--- src/rtl/keypad_pkg.sv ---
// Shared definitions for the 4x4 keypad scanner.
//   KEYMAP        : key code for each matrix position, index = row*4 + col
//   KEY_*         : code ranges understood by the music decoder
//   key_state_e   : encoder state (no key / single key / several keys)
//   popcount16    : number of set bits in a 16-bit keypad frame
//   lowest_index  : position of the lowest set bit of a frame
package keypad_pkg;

    localparam logic [3:0] KEY_NOTE_MIN = 4'h1;
    localparam logic [3:0] KEY_NOTE_MAX = 4'h7;
    localparam logic [3:0] KEY_OCT_LO   = 4'hA;
    localparam logic [3:0] KEY_OCT_MID  = 4'hB;
    localparam logic [3:0] KEY_OCT_HI   = 4'hC;

    // '*' is reported as E and '#' as F.
    localparam logic [3:0] KEYMAP [0:15] = '{
        4'h1, 4'h2, 4'h3, 4'hA,
        4'h4, 4'h5, 4'h6, 4'hB,
        4'h7, 4'h8, 4'h9, 4'hC,
        4'hE, 4'h0, 4'hF, 4'hD
    };

    typedef enum logic [1:0] {
        ST_IDLE    = 2'd0,
        ST_PRESSED = 2'd1,
        ST_MULTI   = 2'd2
    } key_state_e;

    function automatic logic [4:0] popcount16(input logic [15:0] f);
        logic [4:0] cnt;
        cnt = 5'd0;
        for (int i = 0; i < 16; i++) begin
            cnt = cnt + 5'(f[i]);
        end
        return cnt;
    endfunction

    // Only meaningful when exactly one bit is set.
    function automatic logic [3:0] lowest_index(input logic [15:0] f);
        logic [3:0] idx;
        idx = 4'd0;
        for (int i = 15; i >= 0; i--) begin
            if (f[i]) begin
                idx = 4'(i);
            end
        end
        return idx;
    endfunction

endpackage

--- src/rtl/keypad_frame_debounce.sv ---
// Frame-level debouncer for the keypad scanner.
//   clk, sys_rst_n : system clock, asynchronous active-low reset
//   raw_frame      : complete 16-bit pressed map (bit = row*4 + col)
//   frame_end      : one-cycle strobe, raw_frame is complete and new
//   deb_frame      : last frame seen DEBOUNCE_FRAMES times in a row
//   deb_update     : one-cycle strobe, deb_frame was (re)loaded
module keypad_frame_debounce #(
    parameter int DEBOUNCE_FRAMES = 8
) (
    input  logic        clk,
    input  logic        sys_rst_n,
    input  logic [15:0] raw_frame,
    input  logic        frame_end,
    output logic [15:0] deb_frame,
    output logic        deb_update
);

    localparam logic [7:0] CNT_MAX = 8'(DEBOUNCE_FRAMES);

    logic [15:0] prev_frame;
    logic [7:0]  stable_cnt;
    logic [7:0]  cnt_next;

    // Counter saturates so a long hold keeps reloading the same frame.
    always_comb begin
        cnt_next = 8'd0;
        if (raw_frame == prev_frame) begin
            cnt_next = (stable_cnt == CNT_MAX) ? CNT_MAX : stable_cnt + 8'd1;
        end
    end

    always_ff @(posedge clk or negedge sys_rst_n) begin
        if (!sys_rst_n) begin
            prev_frame <= '0;
            stable_cnt <= '0;
            deb_frame  <= '0;
            deb_update <= 1'b0;
        end else begin
            deb_update <= 1'b0;
            if (frame_end) begin
                prev_frame <= raw_frame;
                stable_cnt <= cnt_next;
                if (cnt_next == CNT_MAX) begin
                    deb_frame  <= raw_frame;
                    deb_update <= 1'b1;
                end
            end
        end
    end

endmodule

--- src/rtl/keypad_scan_encoder.sv ---
// 4x4 active-low matrix keypad scanner, debouncer and key encoder.
//   clk, sys_rst_n : 100 MHz system clock, asynchronous active-low reset
//   col_in         : column sense, active-low, asynchronous to clk
//   row_out        : row drive, active-low, exactly one row low
//   keyboard_data  : code of the current or last valid key
//   IsPressed      : high while exactly one debounced key is held
//   key_valid      : one-cycle pulse on each new key press event
module keypad_scan_encoder
    import keypad_pkg::*;
#(
    parameter int SCAN_DIV        = 100000,
    parameter int DEBOUNCE_FRAMES = 8
) (
    input  logic       clk,
    input  logic       sys_rst_n,
    input  logic [3:0] col_in,
    output logic [3:0] row_out,
    output logic [3:0] keyboard_data,
    output logic       IsPressed,
    output logic       key_valid
);

    localparam int               DIV_W    = (SCAN_DIV > 1) ? $clog2(SCAN_DIV) : 1;
    localparam logic [DIV_W-1:0] DIV_LAST = DIV_W'(SCAN_DIV - 1);

    logic [3:0]       col_sync_p0, col_sync_p1;
    logic [DIV_W-1:0] div_cnt;
    logic [1:0]       row_idx;
    logic             sample;
    logic [15:0]      raw_frame;
    logic             frame_end;
    logic [15:0]      deb_frame;
    logic             deb_update;

    key_state_e       state_q, state_d;
    logic [3:0]       code_q, code_d;
    logic [3:0]       idx_q, idx_d;
    logic             kv_q, kv_d;
    logic [4:0]       n_keys;
    logic [3:0]       key_idx;

    // ---- stage 0/1: column synchronizer
    always_ff @(posedge clk or negedge sys_rst_n) begin
        if (!sys_rst_n) begin
            col_sync_p0 <= 4'hF;
            col_sync_p1 <= 4'hF;
        end else begin
            col_sync_p0 <= col_in;
            col_sync_p1 <= col_sync_p0;
        end
    end

    // ---- scan divider, row drive and frame assembly
    // Sampling at the last divider count leaves the columns most of the
    // row period to settle through the pull-ups and the synchronizer.
    assign sample  = (div_cnt == DIV_LAST);
    assign row_out = ~(4'b0001 << row_idx);

    always_ff @(posedge clk or negedge sys_rst_n) begin
        if (!sys_rst_n) begin
            div_cnt   <= '0;
            row_idx   <= 2'd0;
            raw_frame <= '0;
            frame_end <= 1'b0;
        end else begin
            frame_end <= sample && (row_idx == 2'd3);
            if (sample) begin
                div_cnt                         <= '0;
                row_idx                         <= row_idx + 2'd1;
                raw_frame[{row_idx, 2'b00} +: 4] <= ~col_sync_p1;
            end else begin
                div_cnt <= div_cnt + DIV_W'(1);
            end
        end
    end

    keypad_frame_debounce #(
        .DEBOUNCE_FRAMES(DEBOUNCE_FRAMES)
    ) u_debounce (
        .clk        (clk),
        .sys_rst_n  (sys_rst_n),
        .raw_frame  (raw_frame),
        .frame_end  (frame_end),
        .deb_frame  (deb_frame),
        .deb_update (deb_update)
    );

    // ---- encoding FSM, evaluated only when a debounced frame arrives
    always_comb begin
        state_d = state_q;
        code_d  = code_q;
        idx_d   = idx_q;
        kv_d    = 1'b0;
        n_keys  = popcount16(deb_frame);
        key_idx = lowest_index(deb_frame);
        if (deb_update) begin
            case (state_q)
                ST_IDLE: begin
                    if (n_keys == 5'd1) begin
                        state_d = ST_PRESSED;
                        code_d  = KEYMAP[key_idx];
                        idx_d   = key_idx;
                        kv_d    = 1'b1;
                    end
                end
                ST_PRESSED: begin
                    if (n_keys == 5'd0) begin
                        state_d = ST_IDLE;
                    end else if (n_keys == 5'd1) begin
                        // Roll-over: a different single key replaces the held one.
                        if (key_idx != idx_q) begin
                            code_d = KEYMAP[key_idx];
                            idx_d  = key_idx;
                            kv_d   = 1'b1;
                        end
                    end else begin
                        state_d = ST_MULTI;
                    end
                end
                ST_MULTI: begin
                    if (n_keys == 5'd0) begin
                        state_d = ST_IDLE;
                    end else if (n_keys == 5'd1) begin
                        state_d = ST_PRESSED;
                        code_d  = KEYMAP[key_idx];
                        idx_d   = key_idx;
                        kv_d    = 1'b1;
                    end
                end
                default: state_d = ST_IDLE;
            endcase
        end
    end

    always_ff @(posedge clk or negedge sys_rst_n) begin
        if (!sys_rst_n) begin
            state_q <= ST_IDLE;
            code_q  <= 4'h0;
            idx_q   <= 4'd0;
            kv_q    <= 1'b0;
        end else begin
            state_q <= state_d;
            code_q  <= code_d;
            idx_q   <= idx_d;
            kv_q    <= kv_d;
        end
    end

    assign keyboard_data = code_q;
    assign IsPressed     = (state_q == ST_PRESSED);
    assign key_valid     = kv_q;

endmodule

--- config.mk ---
export PLATFORM = sky130hd
export DESIGN_NAME = keypad_scan_encoder
export DESIGN_NICKNAME = d
export VERILOG_FILES = /design/src/rtl/keypad_pkg.sv /design/src/rtl/keypad_frame_debounce.sv /design/src/rtl/keypad_scan_encoder.sv
export SDC_FILE = /design/constraint.sdc
export NUM_CORES = 1
export LEC_CHECK = 0
export BUFFER_PORTS_ARGS = -buffer_cell sky130_fd_sc_hd__buf_2
export CELL_PAD_IN_SITES_DETAIL_PLACEMENT = 0
export CELL_PAD_IN_SITES_GLOBAL_PLACEMENT = 1
export CORE_MARGIN = 8
export CORE_UTILIZATION = 50
export CTS_BUF_LIST = sky130_fd_sc_hd__clkbuf_4 sky130_fd_sc_hd__clkbuf_8 sky130_fd_sc_hd__clkbuf_16
export CTS_CLUSTER_DIAMETER = 100
export DETAILED_ROUTE_END_ITERATION = 6
export PLACE_DENSITY = 0.9
export SYNTH_ARGS = -nofsm -noshare
export SYNTH_HDL_FRONTEND = slang
export SYNTH_HIERARCHICAL = 1
export SYNTH_SLANG_ARGS = --single-unit
--- constraint.sdc ---
create_clock -name clk -period 6.6 [get_ports clk]
set_input_delay 0.33 -clock clk [delete_from_list [all_inputs] [get_ports clk]]
set_output_delay 0.33 -clock clk [all_outputs]
set_load 0.02 [all_outputs]
==> metrics.md <==
| Metric | Value |
|---|---|
| Run status | finished, final reports clean |
| Sw Pwr | 0.220 mW |
| Most used cell, CP | fa_1 |
| Root buf cell | clkbuf_8 |
| First-pass GRT wire length | 15.8 mm |
| Die X | 117 um |
| Die H | 117 um |
| Commonest non-fill, non-tap cell in the layout | dfrtp_1 |
| Final Cycle Share | 0.780 |
| CP Buf/Inv Count | 4 |
| Die area | 13600 um2 |
| Maximum fanout along the worst path | 7 |
| CTS resizes | 0 |
| Synth area leaders | dfrtp_1 (43%), mux2_2 (6.4%), ha_1 (4.4%), xnor2_1 (4.3%), dfstp_2 (4.1%) |
| Slowest CP cell | a2111oi_1 |
| Critical Path Source | u_debounce/deb_frame[9] |
| Routed WL | 9.27 mm |
| Type of the most critical hold path | in2reg |
| Routed Antenna Nets | 0 |
| All-Layer GR Usage | 0.149 |
| YS warnings | 6 |
| Worst VDD drop | 0.000117 V |
| Ratio of cells with drive above 1 in the final layout | 0.187 |
| Row count | 36 |
| Gr ovfl total | 0 |
| Cell Chain, Critical Path | inv_1, fa_1, inv_1, fa_1, fa_1, inv_1, fa_1, inv_1, ha_1, fa_1, or2_2, a2111oi_1, nand4_1, o21bai_4, mux2_2 |
| Skew-Pair Late Insertion Delay | 0.36 ns |
| Total power | 1.10 mW |
| CTS tree | yes |
| Crit path launch type | flip-flop |
| Largest stage delay, worst path | 0.60 ns |
| Most frequent cells in the layout | dfrtp_1 (88), inv_1 (44), nand2_1 (43) |
| Post-synth EDFFs | 0 |
| Final Cell Area | 5550 um2 |
| Pint | 0.885 mW |
| Sequential power share | 0.538 |
| TritonCTS Buffers | 9 |
| DP Wirelength | 6.67 mm |
| Pwr per Cell Area | 199 nW/um2 |
| DR WL/cell | 15.1 um |
| Routability cong. | 0.834 |
| Delay-heaviest family, CP | adder cells |
| Post-synth net total | 490 |
| Asr flop ratio synth | 1.00 |
| CP required | 6.86 ns |
| Yosys reg bits | 96 |
| Actual slew at the worst max-slew pin | 0.943 ns |
| Setup_tns | 0 ns |
| Synth Flop Type | dfrtp_1 |
| Synth area leader | dfrtp_1 |
| Worst-path clk slew | 0.10 ns |
| Final hold vios | 0 |
| Clock share of power | 0.450 |
| Vias per Instance | 5.39 |
| RSZ-0062 raised after global routing | no |
| Final Setup Violations | 0 |
| I/O pin count | 16 |
| WS Path Type | reg2reg |
| PortBufs | 15 |
| Drt first pass iters | 6 |
| Synth top area share | 0.434 |
| Net Sw Frac | 0.199 |
| Fmax | 194 MHz |
| Crit. End Element | flip-flop |
| Syn Inst Count | 456 |
| Number of max-cap violations | 0 |
| Minimum clock period | 5.15 ns |
| Reg-to-reg startpoint | u_debounce/deb_frame[9] |
| Leak | 2.66 nW |
| H-Tree Level Count | 3 |
| Buffer levels on the longest clock path | 2 |
| Initial Utilization | 0.517 |
| Syn Area/Cell | 11.1 um2 |
| Iter 0 DRT Violations | 148 |
| Initial antenna violation count | 0 |
| Synth-to-Final Area Change | 9.42% |
| Core Region | 9820 um2 |
| Layout Nets | 510 |
| Max transition margin | 0.372 |
| Largest net degree at the start of global routing | 80 |
| Synth cell types | 54 |
| Worst EP arrival | 5.40 ns |
| # diodes | 0 |
| Fin Clk Skew | 0.0110 ns |
| Placed cell area | 5280 um2 |
| Register area share after synthesis | 0.475 |
| Combinational power share | 0.012 |
| Vias in the first global route | 3238 |
| Worst Hold Launch | col_in[1] |
| Cell Area, Synth | 5070 um2 |
| Fill cells | 860 |
| Clk sink count | 96 |
| Fin. max-slew vios | 0 |
| DRC | 0 |
| Via count | 3312 |
## sequential cells by signal (all words and copies together) (netlist names), 4 cells and up
name	flops
u_debounce/stable_cnt	8
col_sync_p0	4
raw_frame	16
col_sync_p1	4
div_cnt	17
u_debounce/deb_frame	16
idx_q	4
keyboard_data	4
u_debounce/prev_frame	16
## final cells by class
| class | instances | area, um2 | share of cell area |
|---|---|---|---|
| inverter | 44 | 165 | 0.0297 |
| multi-input combinational | 306 | 2430 | 0.438 |
| clock buffer | 9 | 124 | 0.0223 |
| timing repair buffer | 19 | 110 | 0.0198 |
| sequential | 96 | 2410 | 0.435 |
| clock inverter | 7 | 141 | 0.0255 |
| tap | 133 | 166 | 0.0300 |
## power groups by stage
stage                     logic (mW)  clock network, mW  registers (mW)
final                         0.0131              0.498           0.594
after global routing          0.0159              0.532           0.595
after CTS                     0.0142              0.514           0.595
after detailed placement      0.0137                  0           0.606
after global placement        0.0134                  0           0.606
after floorplan           0.00000329                  0           0.605
## layer usage
layer / up-vias / global-route usage / wire, um
met5: - / 0 / 0
met4: 0 / 0.0734 / 178
met3: 14 / 0.0228 / 220
met2: 38 / 0.238 / 4390
met1: 1623 / 0.192 / 4490
li1: 1637 / - / -
## synthesized netlist by cell type (5+ instances only)
cell type  instances
dfrtp_1           88
inv_1             44
nand2_1           43
mux2_2            29
nor2_1            28
xnor2_1           25
ha_1              18
o31ai_1           16
nand3_1           15
nand4_1           14
o21ai_0           11
xor2_1            11
fa_1              10
mux2_4            10
dfstp_2            8
a21oi_1            7
and3_1             6
nor3_1             5
nor4_1             5
## cell families (layout without fill, tap and decap cells)
kind of cell             Yosys count  count (layout)  share of synthesized area
AND/OR/NAND/NOR                  140             140                      0.148
flip-flops                        96              96                      0.475
AO/OA/AOI/OAI                     60              60                     0.0858
buffers and inverters             54              79                     0.0451
multiplexers                      42              42                     0.0999
XOR/XNOR                          36              36                     0.0621
adder cells (fa/ha/maj)           28              28                     0.0838
## final timing paths
check	endpoint	slack [ns]	cells after the start
worst max-delay path	keyboard_data[0]	1.45	15
worst min-delay path	col_sync_p0[1]	0.06	1
worst max register to register	keyboard_data[0]	1.45	15
worst min register to register	col_sync_p1[1]	0.36	0
max in group asynchronous	div_cnt[3]	5.03	3
min in group asynchronous	u_debounce/stable_cnt[4]	0.37	2
## repair_timing
item,in CTS,in global routing
hold buffers,1,0
setup buffers,0,0
hold endpoints to repair,17,0
## stage by stage
step                      hold WS (ns)   util  cells  setup slack (ns)
final                           0.0603  0.565    614              1.45
after detailed placement         0.218  0.537    597              1.47
after CTS                       0.0390  0.565    614              1.47
after global routing            0.0363  0.565    614              1.15
after floorplan                 0.0344      -    456              1.83
after global placement           0.217  0.537    597              1.64
No activity file was read; power rests on OpenSTA's default activity.
